### config.mk
export PLATFORM = sky130hd
export DESIGN_NAME = mux_rr_arbiter
export DESIGN_NICKNAME = d
export VERILOG_FILES = /design/src/rtl/mux_rr_arbiter.sv
export SDC_FILE = /design/constraint.sdc
export NUM_CORES = 1
export LEC_CHECK = 0
export CAP_MARGIN = 20
export CORE_MARGIN = 2
export CORE_UTILIZATION = 40
export CTS_CLUSTER_SIZE = 25
export DETAILED_ROUTE_END_ITERATION = 10
export GPL_ROUTABILITY_DRIVEN = 0
export PLACE_DENSITY_LB_ADDON = 0.15
export SYNTH_ARGS = -nofsm -noshare
export SYNTH_HDL_FRONTEND = slang
export SYNTH_SLANG_ARGS = --single-unit
### constraint.sdc
create_clock -name clk -period 3.64 [get_ports clk]
set_input_delay 0.546 -clock clk [delete_from_list [all_inputs] [get_ports clk]]
set_output_delay 0.546 -clock clk [all_outputs]
set_load 0.02 [all_outputs]
### src/rtl/mux_rr_arbiter.sv
// Round-robin owner of a shared 8:1 bit-select mux, with a hold limit under contention
// and a registered, valid-qualified copy of the selected data bit.
module mux_rr_arbiter #(
  parameter int MAX_HOLD = 4
) (
  input  logic       clk,
  input  logic       rst,
  input  logic [7:0] req,
  input  logic [7:0] din,
  output logic [2:0] sel,
  output logic [7:0] gnt,
  output logic       gnt_valid,
  output logic       y,
  output logic       y_valid
);

  localparam logic [3:0] HOLD_LIMIT = 4'(MAX_HOLD);

  typedef enum logic {IDLE, GRANT} state_t;

  state_t     state, state_nx;
  logic [2:0] ptr, ptr_nx;
  logic [2:0] sel_nx;
  logic [3:0] hold_cnt, hold_nx;
  logic [7:0] gnt_nx;
  logic       gnt_valid_nx;
  logic [7:0] others;
  logic [3:0] idle_pick, next_pick;

  // Returns {found, index} of the first set bit of r at or above start, wrapping mod 8.
  function automatic logic [3:0] search(input logic [7:0] r, input logic [2:0] start);
    logic [2:0] idx;
    search = 4'd0;
    for (int i = 7; i >= 0; i--) begin
      idx = start + 3'(i);
      if (r[idx]) search = {1'b1, idx};
    end
  endfunction

  assign others    = req & ~(8'd1 << sel);
  assign idle_pick = search(req, ptr);
  assign next_pick = search(others, sel + 3'd1);

  always_comb begin
    state_nx     = state;
    ptr_nx       = ptr;
    sel_nx       = sel;
    hold_nx      = hold_cnt;
    gnt_nx       = gnt;
    gnt_valid_nx = gnt_valid;
    case (state)
      IDLE: begin
        if (req != 8'd0) begin
          sel_nx       = idle_pick[2:0];
          gnt_nx       = 8'd1 << idle_pick[2:0];
          gnt_valid_nx = 1'b1;
          hold_nx      = 4'd1;
          state_nx     = GRANT;
        end
      end
      GRANT: begin
        if (!req[sel]) begin
          ptr_nx = sel + 3'd1;
          if (next_pick[3]) begin
            sel_nx  = next_pick[2:0];
            gnt_nx  = 8'd1 << next_pick[2:0];
            hold_nx = 4'd1;
          end else begin
            gnt_nx       = 8'd0;
            gnt_valid_nx = 1'b0;
            hold_nx      = 4'd0;
            state_nx     = IDLE;
          end
        end else if (hold_cnt == HOLD_LIMIT && others != 8'd0) begin
          // Owner has used up its turn while someone else waits: hand over.
          ptr_nx  = sel + 3'd1;
          sel_nx  = next_pick[2:0];
          gnt_nx  = 8'd1 << next_pick[2:0];
          hold_nx = 4'd1;
        end else if (hold_cnt != HOLD_LIMIT) begin
          hold_nx = hold_cnt + 4'd1;
        end
      end
      default: state_nx = IDLE;
    endcase
  end

  always_ff @(posedge clk) begin
    if (rst) begin
      state     <= IDLE;
      ptr       <= 3'd0;
      hold_cnt  <= 4'd0;
      sel       <= 3'd0;
      gnt       <= 8'd0;
      gnt_valid <= 1'b0;
      y         <= 1'b0;
      y_valid   <= 1'b0;
    end else begin
      state     <= state_nx;
      ptr       <= ptr_nx;
      hold_cnt  <= hold_nx;
      sel       <= sel_nx;
      gnt       <= gnt_nx;
      gnt_valid <= gnt_valid_nx;
      y         <= gnt_valid ? din[sel] : 1'b0;
      y_valid   <= gnt_valid;
    end
  end

endmodule

# Word-level counts from Yosys, hierarchy flattened

Cells that the tools add are included.

Flip-flop bits (word level): 22
Word-level logic and storage cells: 144
Input port bits: 18

Shift-type cells: 3
Order comparisons: 17
Equal/unequal tests: 9
Add/subtract/negate cells: 16
Mux-type cells: 78
Reductions and logical operators: 9
Bitwise logic cells: 4

Operators by type and width:

| kind                | count |
|---|---|
| $lt 3x4->1 const B  | 17 |
| $bmux 1 s3          | 18 |
| $mux 4              | 12 |
| $mux 3              | 14 |
| $mux 8              | 4 |
| $mux 1              | 25 |
| $add 3x3->3 const B | 8 |
| $shl 1x3->8 const A | 3 |
| $pmux 8 s2          | 1 |
| $reduce_bool 8->1   | 2 |
| $add 3x2->3 const B | 4 |
| $add 3x1->3 const B | 3 |
| $and 8x8->8         | 1 |
| $not 8->8           | 1 |
| $pmux 4 s2          | 1 |
| $ne 2x2->1 const B  | 3 |
| $pmux 3 s2          | 1 |
| $reduce_and 2->1    | 3 |
| $reduce_and 3->1    | 2 |
| $add 4x1->4 const B | 1 |
| $eq 4x3->1 const B  | 1 |
| $ne 4x2->1 const B  | 1 |
| $ne 4x3->1 const B  | 1 |
| $pmux 1 s2          | 2 |
| 6 further kinds     | 7 |

# Depth between registers and ports, before layout

Gate-level depths: netlist of the first run.

Depth after elaboration: 17
Gate-level depth with buffers: 14
Mapped depth without buffers: 11

# Worst setup path after synthesis of the first run

No wires, ideal clock.

Path kind: register -> register
Start: reg sel[0]
End: reg gnt[6]
Setup slack: 0.039 ns
Period minus slack after synthesis: 3.601 ns
Stages on the path, launching flop included: 13
Required time: 3.508 ns
Arrival time: 3.470 ns
Cell sequence: dfxtp_1 -> buf_6 -> buf_6 -> inv_2 -> ha_1 -> xor2_4 -> mux4_2 -> o31ai_2 -> a2111oi_2 -> a211o_4 -> nor2b_4 -> a221oi_1 -> nor3_1

Cells in the longest elaborated chain, start to end: 17

RTL lines:

| element                                                              | RTL line | source |
|---|---|---|
| start: declaration                                                   | 10       | `output logic [2:0] sel,` |
| start signal: assignment                                             | 102      | `sel <= sel_nx;` |
| parallel branches: the longest is 17 deep, another holds $add 3x1->3 | --       |  |
| end signal: assignment                                               | 103      | `gnt <= gnt_nx;` |
| end: declaration                                                     | 11       | `output logic [7:0] gnt,` |

Parallel ways; which one is timed is not known. The select of a mux whose other input is x is not followed.
A chain may end at the register's enable or synchronous reset.

# Final worst setup path of the first run

Start: in req[7]
End: reg gnt[6]

Cells in the longest elaborated chain, start to end: 15

RTL lines:

| element                          | RTL line | source |
|---|---|---|
| start: declaration               | 8        | `input logic [7:0] req,` |
| $and 8x8->8                      | 40       | `assign others = req & ~(8'd1 << sel);` |
| $bmux 1 s3                       | 36       | `if (r[idx]) search = {1'b1, idx};` |
| $mux 1 (not written as such)     | 36       |  |
| $mux 4 (8 in series)             | 36       |  |
| $shl 1x3->8                      | 66, 78   |  |
| $mux 8, on equally long branches | 64, 74   |  |
| $mux 8                           | 62       | `if (!req[sel]) begin` |
| $pmux 8 s2                       | 51       | `case (state)` |

Parallel ways exist; a longest one is shown, timed or not. The select of a mux whose other input is x is not followed.

==> reports/results.ini, run 1 <==
[outcome]
status=completed

[route]
drtIter0Drc=173
vias=3336
routedWlPerCell_um=17.7
drt_pre_antenna_iters=5
routed_wl_um=9570
viasPerCell=6.17
ant_nets=0
drc=0

[floorplan]
die_area_um2=8890
die_w_um=94.3
rows=32
core_um2=7810
initial_core_util=0.417
die_height_um=94.3
io_pins=32

[timing]
finalSetupTns_ns=0
timing.final.hold_violations=0
max_freq_ghz=0.291
tightestPinTransition_ns=0.646
fin_skew_ns=0.00520
setup_viol=0
slew_violations=0
timing.hold.ws_ns=0.498
rsz0062_at_grt=no
period_share=0.943
min_period_ns=3.43
max_slew_margin=0.569

[finish]
fin_cells=541
final_util=0.500
area_growth_pct=19.8
fin_nets=470
n_antenna_cell=0
drive_gt1_frac=0.203

[synthesis]
synth.most_common_cell=nand2_1
postSynthCellCount=397
syn_nets=427
ys_async_sr_fraction=0
avgSynthCellArea_um2=8.21
synth_edf_count=0
synth-compound-area-share=0.288
ys_seq_area_frac=0.135
yosysTopAreaCell=dfxtp_1
yosysUniqueCellTypes=80
synthTopCellsByCount=33 x nand2_1, 30 x nor2_1, 22 x dfxtp_1, 22 x mux2i_1, 19 x mux4_2
synth-xor-area-share=0.0353
synth_adder_area_share=0.0461
synth_top_family_by_area=compound AO/OA/AOI/OAI gates
ys_top_cells_by_area=dfxtp_1 14%, mux4_2 13%, mux2i_1 6.8%
yosys_warnings=0
postSynthRegisterBits=22
synthMuxAreaShare=0.223
synth-main-ff-cell=dfxtp_1
synth_top_area_share=0.135
synthSimpleGateAreaFrac=0.208
netlist_area_um2=3260

[grt]
grt_pass1_wl_um=15700
grt-ovfl-total=0
grt_pass1_vias=3175
grt_max_degree=20
grt_usage=0.221
antenna_found_initial=0

[worst_setup_path]
crit_fanout=11
max_stage_delay_ns=0.61
cp_slowest_cell=clkdlybuf4s50_1
critPathKind=primary input to flop
critPathLaunchType=primary input
crit_chain=clkdlybuf4s50_1, nor2b_1, a22oi_1, o22ai_1, nor3_1, a2111oi_2, a211o_4, nor2b_4, a221oi_1, nor3_1
endpoint_kind=flop
cp.required_ns=3.77
cp.arrival_ns=3.56
path_buf_inv=1
cp_top_family=compound AO/OA/AOI/OAI gates
crit_top_cell=nor3_1

[power]
leakage_uw=0.00148
peakVddDrop_uv=552
power.density_nw_per_um2=1080

[flow_run]
drv_cap=0

[cts]
cts.repair.resized=0
tritoncts=built
post-cts-setup-buffers=0
htreeDepth=1
cts.reportedPaths.clkPinSlew_ns=0.08
numCtsBuffers=3
clkLatencyLatePin_ns=0.26
hold_buffers=0
cts_buffer_depth=2
clock_sinks=22
root_buffer=clkbuf_8

[placement]
dpl.cell_count=537
hpwl_um=7430
io_buffers=31

[hold_path]
min_path_type=flop to flop

-- sequential cells by signal, indices dropped and copies added (netlist names) --
| name | cells |
|---|---|
| gnt | 8 |
| y | 1 |
| gnt_valid | 1 |
| sel | 3 |
| state | 1 |
| y_valid | 1 |
| ptr | 3 |
| hold_cnt | 4 |
-- path summary, 6_finish.rpt --
kind | depth (start not counted) | slack [ns] | endpoint | start
setup / recovery | 10 | 0.21 | gnt[6]$_SDFFE_PP0P_ | req[7]
hold / removal | 2 | 0.50 | gnt[1]$_SDFFE_PP0P_ | gnt[1]$_SDFFE_PP0P_
setup reg to reg | 10 | 0.22 | gnt[6]$_SDFFE_PP0P_ | ptr[1]$_SDFFE_PP0P_
hold reg to reg | 2 | 0.50 | gnt[1]$_SDFFE_PP0P_ | gnt[1]$_SDFFE_PP0P_
-- kinds of logic (layout without fill, tap and decap cells) --
logic type / count (synthesis) / after routing
XOR/XNOR: 11 / 11
adder cells (fa/ha/maj): 12 / 12
multiplexers: 48 / 48
AND/OR/NAND/NOR: 133 / 133
AO/OA/AOI/OAI: 124 / 124
flip-flops: 22 / 22
buffers and inverters: 47 / 89
-- layout make-up --
cell class,instances,area [um2]
inverter,19,71.3
clock inverter,1,30.0
multi-input combinational,328,2620
tap,102,128
timing repair buffer,66,573
sequential,22,442
clock buffer,3,41.3
fill,776,3900
-- placed cells by master (no fill, tap or decap), drive strengths merged, types with 4 or more instances in the layout --
| cell | n |
|---|---|
| a211oi | 6 |
| a21oi | 15 |
| a221oi | 8 |
| a22oi | 4 |
| a31oi | 7 |
| and2 | 5 |
| buf | 35 |
| clkdlybuf4s50 | 31 |
| dfxtp | 22 |
| ha | 12 |
| inv | 18 |
| mux2 | 7 |
| mux2i | 22 |
| mux4 | 19 |
| nand2 | 34 |
| nand2b | 7 |
| nand3 | 8 |
| nor2 | 30 |
| nor2b | 7 |
| nor3 | 18 |
| o211ai | 5 |
| o21a | 4 |
| o21ai | 19 |
| o221ai | 4 |
| o22ai | 11 |
| xnor2 | 4 |
| xor2 | 7 |
-- worst min-delay path: cells and delay by family (launching register included) --
kind             cells  cell delay [ns]
DFF                  1             0.32
and+or+nand+nor      2             0.14
-- through the flow --
| stage | cell area [um2] | worst slack [ns] | power (uW) |
|---|---|---|---|
| 2_1_floorplan | 3260 | 0.0385 | 3010 |
| 3_3_place_gp | 3820 | 0.0370 | 3900 |
| 3_5_place_dp | 3820 | 0.0362 | 3890 |
| 4_1_cts | 3890 | 0.180 | 4150 |
| 5_1_grt | 3910 | 0.0188 | 4550 |
| 6_report | 3910 | 0.206 | 4220 |
-- report_power, final --
part,internal (uW),leakage (uW),total (uW),switching (uW)
registers,309,0.000182,373,64.4
clock network,147,0.0000357,226,79.6
logic,1580,0.00126,3620,2040
total,2040,0.00148,4220,2180
-- routing by layer --
metal,share of wire,GRT usage,vias up
met5,0,0,-
met4,0.0015,0.0121,0
met3,0.066,0.0377,2
met2,0.48,0.376,119
met1,0.45,0.306,1595
li1,-,-,1620
No activity file was read; power rests on OpenSTA's default activity.
==> run 2, diff against run 1 <==
--- a/config.mk
+++ b/config.mk
@@ -10,7 +10,6 @@
 export CORE_UTILIZATION = 40
 export CTS_CLUSTER_SIZE = 25
 export DETAILED_ROUTE_END_ITERATION = 10
-export GPL_ROUTABILITY_DRIVEN = 0
 export PLACE_DENSITY_LB_ADDON = 0.15
 export SYNTH_ARGS = -nofsm -noshare
 export SYNTH_HDL_FRONTEND = slang
==> reports/results.ini, run 2 (synthesized netlist as in run 1, its figures left out) <==
[cts]
htreeDepth=1  ; unchanged
cts_buffer_depth=2  ; unchanged
numCtsBuffers=3  ; unchanged
root_buffer=clkbuf_8  ; unchanged
clkLatencyLatePin_ns=0.26  ; about the same
cts.reportedPaths.clkPinSlew_ns=0.08  ; about the same
hold_buffers=0  ; unchanged
tritoncts=built  ; unchanged
post-cts-setup-buffers=0  ; unchanged
cts.repair.resized=0  ; unchanged
clock_sinks=22  ; unchanged

[timing]
timing.hold.ws_ns=0.495  ; was 0.498 ns
fin_skew_ns=0.00471  ; was 0.00520 ns
period_share=0.933  ; was 0.943
max_freq_ghz=0.294  ; was 0.291 GHz
setup_viol=0  ; unchanged
slew_violations=0  ; unchanged
timing.final.hold_violations=0  ; unchanged
min_period_ns=3.40  ; was 3.43 ns
max_slew_margin=0.550  ; was 0.569
rsz0062_at_grt=no  ; unchanged
tightestPinTransition_ns=0.673  ; was 0.646 ns
finalSetupTns_ns=0  ; unchanged

[flow_run]
drv_cap=0  ; unchanged

[grt]
grt_max_degree=22  ; was 20
grt-ovfl-total=0  ; unchanged
grt_usage=0.222  ; was 0.221
grt_pass1_wl_um=15800  ; was 15,700 um
grt_pass1_vias=3185  ; was 3,175
antenna_found_initial=0  ; unchanged

[placement]
gp_congestion=0.920
placed_area_um2=3870  ; was 3820 um2
io_buffers=31  ; unchanged
hpwl_um=7540  ; was 7430 um

[worst_setup_path]
reg2reg_depth=12  ; was 10
cp.required_ns=3.83  ; was 3.77 ns
crit_top_cell=a22oi_1  ; was nor3_1
crit_fanout=7  ; was 11
crit_chain=clkdlybuf4s50_1, a21boi_1, a22oi_1, mux2i_1, a22oi_1, a2111oi_1, o21ai_1, buf_4, nor2b_4, a221oi_1, nor3_1  ; was clkdlybuf4s50_1, nor2b_1, a22oi_1, o22ai_1, nor3_1, a2111oi_2, a211o_4, nor2b_4, a221oi_1, nor3_1
critPathLaunchType=primary input  ; unchanged
cp.arrival_ns=3.58  ; was 3.56 ns
max_stage_delay_ns=0.67  ; was 0.61 ns
endpoint_kind=flop  ; unchanged
cp_slowest_cell=a2111oi_1  ; was clkdlybuf4s50_1
critPathKind=primary input to flop  ; unchanged

[floorplan]
rows=32  ; unchanged
io_pins=32  ; unchanged
die_height_um=94.3  ; unchanged
initial_core_util=0.417  ; unchanged
die_area_um2=8890  ; unchanged
die_w_um=94.3  ; unchanged
core_um2=7810  ; unchanged

[finish]
top_register=gnt  ; unchanged
fillers=752  ; was 776
reg_top3=gnt x8, hold_cnt x4  ; unchanged
layout_commonest_cell=buf_4  ; unchanged
fin_nets=476  ; was 470
area_growth_pct=20.8  ; was 19.8%
final_cell_mix=41 x buf_4, 33 x nand2_1, 31 x clkdlybuf4s50_1  ; was 35 x buf_4, 33 x nand2_1, 31 x clkdlybuf4s50_1
n_antenna_cell=0  ; unchanged
drive_gt1_frac=0.213  ; was 0.203
stdcell_area_um2=3940  ; was 3910 um2
largest_reg_flops=8  ; unchanged
final_util=0.504  ; was 0.500

[power]
peakVddDrop_uv=564  ; was 552 uV
netSwitchingFraction=0.516  ; was 0.517
p_sw_uw=2220  ; was 2180 uW
pwr-share-seq=0.085  ; was 0.088
pwr-share-clk=0.041  ; was 0.054
power.density_nw_per_um2=1090  ; was 1080 nW/um2
leakage_uw=0.00150  ; was 0.00148 uW
internal_power_uw=2080  ; was 2040 uW
combinationalPowerShare=0.874  ; was 0.858

[route]
ant_nets=0  ; unchanged
drt_pre_antenna_iters=4  ; was 5
routed_wl_um=9820  ; was 9570 um
drtIter0Drc=185  ; was 173
routedWlPerCell_um=18.0  ; was 17.7 um
vias=3392  ; was 3,336
drc=0  ; unchanged
viasPerCell=6.20  ; was 6.17

[hold_path]
min_path_type=flop to flop  ; unchanged
holdPathStages=2  ; unchanged

[outcome]
status=completed  ; unchanged

run 2: changes by cell type in the layout (fill, tap and decap cells not counted):
cell,change
a2111oi_2,-1
o41ai_1,-1
a2111oi_1,+1
o41ai_2,+1
bufinv_16,-1
buf_4,+6
clkbuf_8,+1
run 2: layout make-up:
| class | count | area [um2] | share of cell area |
|---|---|---|---|
| clock buffer | 4 | 55.1 | 0.0140 |
| inverter | 19 | 71.3 | 0.0181 |
| sequential | 22 | 442 | 0.112 |
| timing repair buffer | 72 | 618 | 0.157 |
| tap | 102 | 128 | 0.0324 |
| multi-input combinational | 328 | 2620 | 0.666 |
run 2: per-layer routing:
metal  up-vias  GRT usage  wire (um)
li1       1627          -          -
met1      1629      0.304       4590
met2       124      0.374       4580
met3        12     0.0225        523
met4         0     0.0568        132
met5         -          0          0
run 2: path summary, 6_finish.rpt:
| path | from | endpoint | slack (ns) |
|---|---|---|---|
| min | gnt[5]$_SDFFE_PP0P_ | gnt[5]$_SDFFE_PP0P_ | 0.50 |
| min reg2reg | gnt[5]$_SDFFE_PP0P_ | gnt[5]$_SDFFE_PP0P_ | 0.50 |
| max reg2reg | sel[0]$_SDFFE_PP0P_ | gnt[4]$_SDFFE_PP0P_ | 0.25 |
| max | req[5] | gnt[4]$_SDFFE_PP0P_ | 0.24 |
run 2: power groups by stage:
stage               Sequential, uW  Combinational [uW]  Clock, uW
CTS                            364                3690        180
global placement               368                3680          0
detailed placement             368                3670          0
floorplan                      426                2580          0
global route                   374                4050        189
finish                         363                3750        176
run 2: through the flow:
stage	worst slack [ns]	total power (uW)	std cells
after floorplan	0.0385	3010	397
after global placement	0.0699	4050	543
after detailed placement	-0.00650	4040	543
after CTS	0.224	4230	547
after global routing	0.0486	4610	547
final	0.242	4290	547
run 2: critical path: cells and delay by family:
family,cells,cell delay [ns]
AO/OA/AOI/OAI,6,1.72
buffers and inverters,2,0.76
multiplexers,1,0.25
AND/OR/NAND/NOR,2,0.30
==> run 3, diff against run 2 <==
--- a/config.mk
+++ b/config.mk
@@ -5,12 +5,14 @@
 export SDC_FILE = /design/constraint.sdc
 export NUM_CORES = 1
 export LEC_CHECK = 0
+export ABC_AREA = 1
 export CAP_MARGIN = 20
 export CORE_MARGIN = 2
 export CORE_UTILIZATION = 40
 export CTS_CLUSTER_SIZE = 25
 export DETAILED_ROUTE_END_ITERATION = 10
 export PLACE_DENSITY_LB_ADDON = 0.15
+export REMOVE_ABC_BUFFERS = 1
 export SYNTH_ARGS = -nofsm -noshare
 export SYNTH_HDL_FRONTEND = slang
 export SYNTH_SLANG_ARGS = --single-unit
==> reports/results.ini, run 3 <==
[outcome]
status=completed  ; unchanged

[route]
viasPerCell=5.35  ; was 6.20
drt_pre_antenna_iters=4  ; unchanged
ant_nets=0  ; unchanged
drc=0  ; unchanged
routedWlPerCell_um=13.0  ; was 18.0 um
drtIter0Drc=154  ; was 185
vias=3017  ; was 3,392
routed_wl_um=7340  ; was 9820 um

[cts]
cts_buffer_depth=2  ; unchanged
cts.reportedPaths.clkPinSlew_ns=0.08  ; about the same
clkLatencyLatePin_ns=0.26  ; about the same
clock_sinks=22  ; unchanged
numCtsBuffers=3  ; unchanged
root_buffer=clkbuf_8  ; unchanged
hold_buffers=0  ; unchanged
post-cts-setup-buffers=0  ; unchanged
cts.repair.resized=0  ; unchanged
htreeDepth=1  ; unchanged
tritoncts=built  ; unchanged

[synthesis]
synth-compound-area-share=0.149  ; was 0.288
synth.most_common_cell=nand2_1  ; unchanged
ys_seq_area_frac=0.167  ; was 0.135
avgSynthCellArea_um2=5.74  ; was 8.21 um2
ys_top_cells_by_area=dfxtp_1 17%, nand2_1 17%, nand3_1 16%  ; was dfxtp_1 14%, mux4_2 13%, mux2i_1 6.8%
yosysUniqueCellTypes=34  ; was 80
yosys_warnings=0  ; unchanged
synth-main-ff-cell=dfxtp_1  ; unchanged
synthSimpleGateAreaFrac=0.486  ; was 0.208
synth_adder_area_share=0.0568  ; was 0.0461
ys_async_sr_fraction=0  ; unchanged
synthMuxAreaShare=0  ; was 0.223
synth_top_area_share=0.167  ; was 0.135
netlist_area_um2=2640  ; was 3260 um2
yosysTopAreaCell=dfxtp_1  ; unchanged
synth_top_family_by_area=simple AND/OR/NAND/NOR gates  ; was compound AO/OA/AOI/OAI gates
postSynthCellCount=460  ; was 397
postSynthRegisterBits=22  ; unchanged
synthTopCellsByCount=117 x nand2_1, 86 x nand3_1, 49 x inv_1  ; was 33 x nand2_1, 30 x nor2_1, 22 x dfxtp_1, 22 x mux2i_1, 19 x mux4_2
synth-xor-area-share=0.0232  ; was 0.0353
synth_edf_count=0  ; unchanged

[floorplan]
core_um2=6390  ; was 7810 um2
die_area_um2=7270  ; was 8890 um2
die_w_um=85.3  ; was 94.3 um
rows=29  ; was 32
io_pins=32  ; unchanged
die_height_um=85.3  ; was 94.3 um
initial_core_util=0.414  ; was 0.417

[worst_setup_path]
cp_slowest_cell=ha_1  ; was a2111oi_1
critPathKind=flop to flop  ; was primary input to flop
crit_chain=inv_1, ha_1, inv_4, nand2_1, nand2_2, nand3_1, nand3_1, nand2_1, nand3_1, nand2_1, nand2_1, nand2_1, nand2_1, nand2_1, nand2_1, a21oi_2, nand4_1, a21oi_1  ; was clkdlybuf4s50_1, a21boi_1, a22oi_1, mux2i_1, a22oi_1, a2111oi_1, o21ai_1, buf_4, nor2b_4, a221oi_1, nor3_1
path_buf_inv=2  ; unchanged
cp_top_family=simple AND/OR/NAND/NOR gates  ; was compound AO/OA/AOI/OAI gates
critPathLaunchType=flop  ; was primary input
cp.arrival_ns=3.23  ; was 3.58 ns
cp.required_ns=3.83  ; about the same
max_stage_delay_ns=0.61  ; was 0.67 ns
crit_top_cell=nand2_1  ; was a22oi_1
crit_fanout=11  ; was 7
endpoint_kind=flop  ; unchanged

[grt]
grt_pass1_wl_um=12300  ; was 15,800 um
antenna_found_initial=0  ; unchanged
grt_usage=0.204  ; was 0.222
grt_max_degree=20  ; was 22
grt_pass1_vias=2729  ; was 3,185
grt-ovfl-total=0  ; unchanged

[timing]
timing.hold.ws_ns=0.457  ; was 0.495 ns
timing.final.hold_violations=0  ; unchanged
max_freq_ghz=0.329  ; was 0.294 GHz
min_period_ns=3.04  ; was 3.40 ns
period_share=0.835  ; was 0.933
finalSetupTns_ns=0  ; unchanged
rsz0062_at_grt=no  ; unchanged
tightestPinTransition_ns=0.472  ; was 0.673 ns
max_slew_margin=0.685  ; was 0.550
slew_violations=0  ; unchanged
fin_skew_ns=0.00711  ; was 0.00471 ns
setup_viol=0  ; unchanged

[power]
leakage_uw=0.00148  ; was 0.00150 uW
peakVddDrop_uv=458  ; was 564 uV
power.density_nw_per_um2=1010  ; was 1090 nW/um2

[placement]
io_buffers=31  ; unchanged
gp_congestion=0.938  ; was 0.920
hpwl_um=5950  ; was 7540 um

[finish]
top_register=gnt  ; unchanged
fin_nets=518  ; was 476
final_cell_mix=117 x nand2_1, 86 x nand3_1, 49 x inv_1  ; was 41 x buf_4, 33 x nand2_1, 31 x clkdlybuf4s50_1
area_growth_pct=15.2  ; was 20.8%
n_antenna_cell=0  ; unchanged
layout_commonest_cell=nand2_1  ; was buf_4
drive_gt1_frac=0.0945  ; was 0.213
reg_top3=gnt x8, hold_cnt x4  ; unchanged
largest_reg_flops=8  ; unchanged

[hold_path]
min_path_type=flop to flop  ; unchanged

[flow_run]
drv_cap=0  ; unchanged

## run 3: cell count changes in the layout (fill, tap and decap cells not counted), moves of 13 or more
cell,delta
mux2i_1,-22
nand3_1,+78
o21ai_0,+13
a21oi_1,+16
inv_1,+33
buf_4,-38
nor3_1,-16
nand2_1,+84
mux4_2,-19
## run 3: path summary, 6_finish.rpt
path / startpoint / to / slack, ns / cells past startpoint
hold / removal: gnt_valid$_SDFFE_PP0P_ / y_valid$_SDFF_PP0_ / 0.46 / 2
hold reg to reg: gnt_valid$_SDFFE_PP0P_ / y_valid$_SDFF_PP0_ / 0.46 / 2
setup reg to reg: sel[1]$_SDFFE_PP0P_ / gnt[5]$_SDFFE_PP0P_ / 0.60 / 18
setup / recovery: sel[1]$_SDFFE_PP0P_ / gnt[5]$_SDFFE_PP0P_ / 0.60 / 18
## run 3: cell families (layout without fill, tap and decap cells)
logic type	after synthesis	in the layout
buffers and inverters	72	99
DFF	22	22
and+or+nand+nor	273	273
xor gates and xnor gates	7	7
adders and majority gates	12	12
AOI/OAI and AO/OA	74	74
## run 3: layout make-up
cell class,count,area (um2)
tap,77,96.3
clock buffer,4,55.1
sequential,22,440
multi-input combinational,366,1890
timing repair buffer,34,333
inverter,61,231
fill,675,3340
## run 3: worst reg2reg max path: cells and delay by family, from the launching register on
kind	cells	cell delay, ns
AOI/OAI and AO/OA	2	0.39
buffers and inverters	2	0.33
DFF	1	0.59
and+or+nand+nor	13	1.06
adders and majority gates	1	0.61
## run 3: per-stage QoR
stage	worst slack, ns	util	power, uW	instance area [um2]	cells
2_1_floorplan	0.520	-	2320	2560	449
3_3_place_gp	0.695	0.468	2890	2990	560
3_5_place_dp	0.624	0.468	2890	2990	560
4_1_cts	0.572	0.477	3080	3050	564
5_1_grt	0.269	0.477	3460	3050	564
6_report	0.601	0.477	3080	3050	564
## run 3: power breakdown
group | internal [uW] | switching (uW) | total (uW)
Sequential | 305 | 67.4 | 372
Clock | 96.4 | 78.6 | 175
Combinational | 855 | 1680 | 2530
## run 3: routing by layer
layer	GRT usage	vias to the layer above	share of wire
li1	-	1577	-
met2	0.351	87	0.46
met4	0.0375	0	0.0065
met3	0.0243	6	0.041
met5	0	-	0
met1	0.277	1347	0.49
==> patch (settings of run 1) <==
Reset style: asynchronous (`rst`), changed in one clocked block.
--- a/src/rtl/mux_rr_arbiter.sv
+++ b/src/rtl/mux_rr_arbiter.sv
@@ -85,7 +85,7 @@
     endcase
   end
 
-  always_ff @(posedge clk) begin
+  always_ff @(posedge clk or posedge rst) begin
     if (rst) begin
       state     <= IDLE;
       ptr       <= 3'd0;
Behaviour: differs if rst is asserted again (counterexample within 4 cycles, from zero or initial values and one cycle with rst high); with rst held inactive, the same outputs for 4 cycles.
==> patch against run 1 <==
- synthesized cell count decreased by 2.8%
- non-clock buffer count decreased by 15
- worst hold slack worse by 0.035 ns
- sequential cell count did not move
- area after synthesis grew 2.9%
- final area shrank 1.7%
- wire length grew 1.2%
- worst setup slack gained 0.053 ns
- fmax up 1.6%
- highest routed layer unchanged
Power is not shown: default switching activity piles up to over one toggle a cycle in this logic, so the estimate is an artifact.
==> patch: results (changes against run 1) <==
drive_gt1_frac: 0.171  # -0.0316
yosys.cell_types.count: 75  # -6.3%
first_global_vias: 3156  # -0.60%
synthTopCellsByArea: "dfrtp_1 (16%), mux4_2 (11%), mux2i_1 (5.7%)"
hold_end: "y_valid"
grt_pass1_wl_mm: 15.8  # +0.66%
crit_fanout: 10  # -1
status: "complete, no violations"
ys.flop_type: "dfrtp_1"
synthTopCellsByCount: "nand2_1 (30), a21oi_1 (27), dfrtp_1 (22), inv_1 (22), o21ai_0 (20)"
num_vias: 3319  # -0.51%
gr-usage-all-layers: 0.219  # -0.00197
worstHoldPathCells: 0  # -2
syn_nets: 416  # -2.6%
crit_required_ns: 3.83  # +0.06 ns
whs_ns: 0.464  # -0.0346 ns
grt_max_degree: 39  # +95%
yosysSeqAreaShare: 0.164  # +0.0291
fin_nets: 446  # -5.1%
wl_met2_mm: 4.65  # +1.6%
hp-start: "gnt_valid"
reg2reg_slack_ns: 0.26  # +0.04 ns
wl_met1_mm: 4.18  # -3.5%
max_stage_delay_ns: 0.56  # -0.05 ns
drt_wl_total_mm: 9.68  # +1.2%
synthArstFlopShare: 1.00  # +1.00
reg2reg_depth: 12  # +2
patch: cell families (layout without fill, tap and decap cells):
logic type,count (synthesis),count (layout),synth area share
adders and majority gates,12,12,0.0448
xor gates and xnor gates,9,9,0.0257
muxes,50,50,0.224
DFF,22,22,0.164
AOI/OAI and AO/OA,140,140,0.308
buffers and inverters,49,78,0.0735
and+or+nand+nor,104,104,0.159
patch: stage by stage:
| stage | instances | cell area (um2) | util | worst slack [ns] |
|---|---|---|---|---|
| final | 520 | 3840 | 0.470 | 0.259 |
| after CTS | 520 | 3840 | 0.470 | 0.325 |
| after floorplan | 386 | 3350 | - | 0.313 |
| after global placement | 516 | 3780 | 0.463 | 0.133 |
| after detailed placement | 516 | 3780 | 0.463 | 0.136 |
| after global routing | 520 | 3840 | 0.470 | 0.0176 |
patch: area by class of cell:
class                   count  area (um2)
flip-flops and latches     22         551
inverters                  23        86.3
repair buffers             51         460
well taps                 105         131
multi-input cells         315        2560
fillers                   814        4340
clock buffers               4        55.1
patch: per-layer routing:
layer | vias up | GRT usage
met4 | 0 | 0.0583
met5 | - | 0
met1 | 1621 | 0.296
li1 | 1562 | -
met2 | 118 | 0.364
met3 | 18 | 0.0332
patch: worst max-delay path by stage:
stage | from | to | slack (ns) | depth (start not counted)
floorplan | sel[0] | sel[1] | 0.31 | 12
global placement | req[5] | gnt[2] | 0.13 | 9
detailed placement | req[5] | sel[1] | 0.14 | 9
CTS | sel[1] | sel[1] | 0.32 | 10
global route | sel[1] | gnt[3] | 0.02 | 11
finish | sel[1] | gnt[1] | 0.26 | 12
patch: critical path, delay by kind of cell (launching register included):
kind	cells	cell delay [ns]
buffers and inverters	4	0.78
flip-flops	1	0.35
AO/OA/AOI/OAI	6	1.24
adder cells (fa/ha/maj)	1	0.56
AND/OR/NAND/NOR	1	0.39
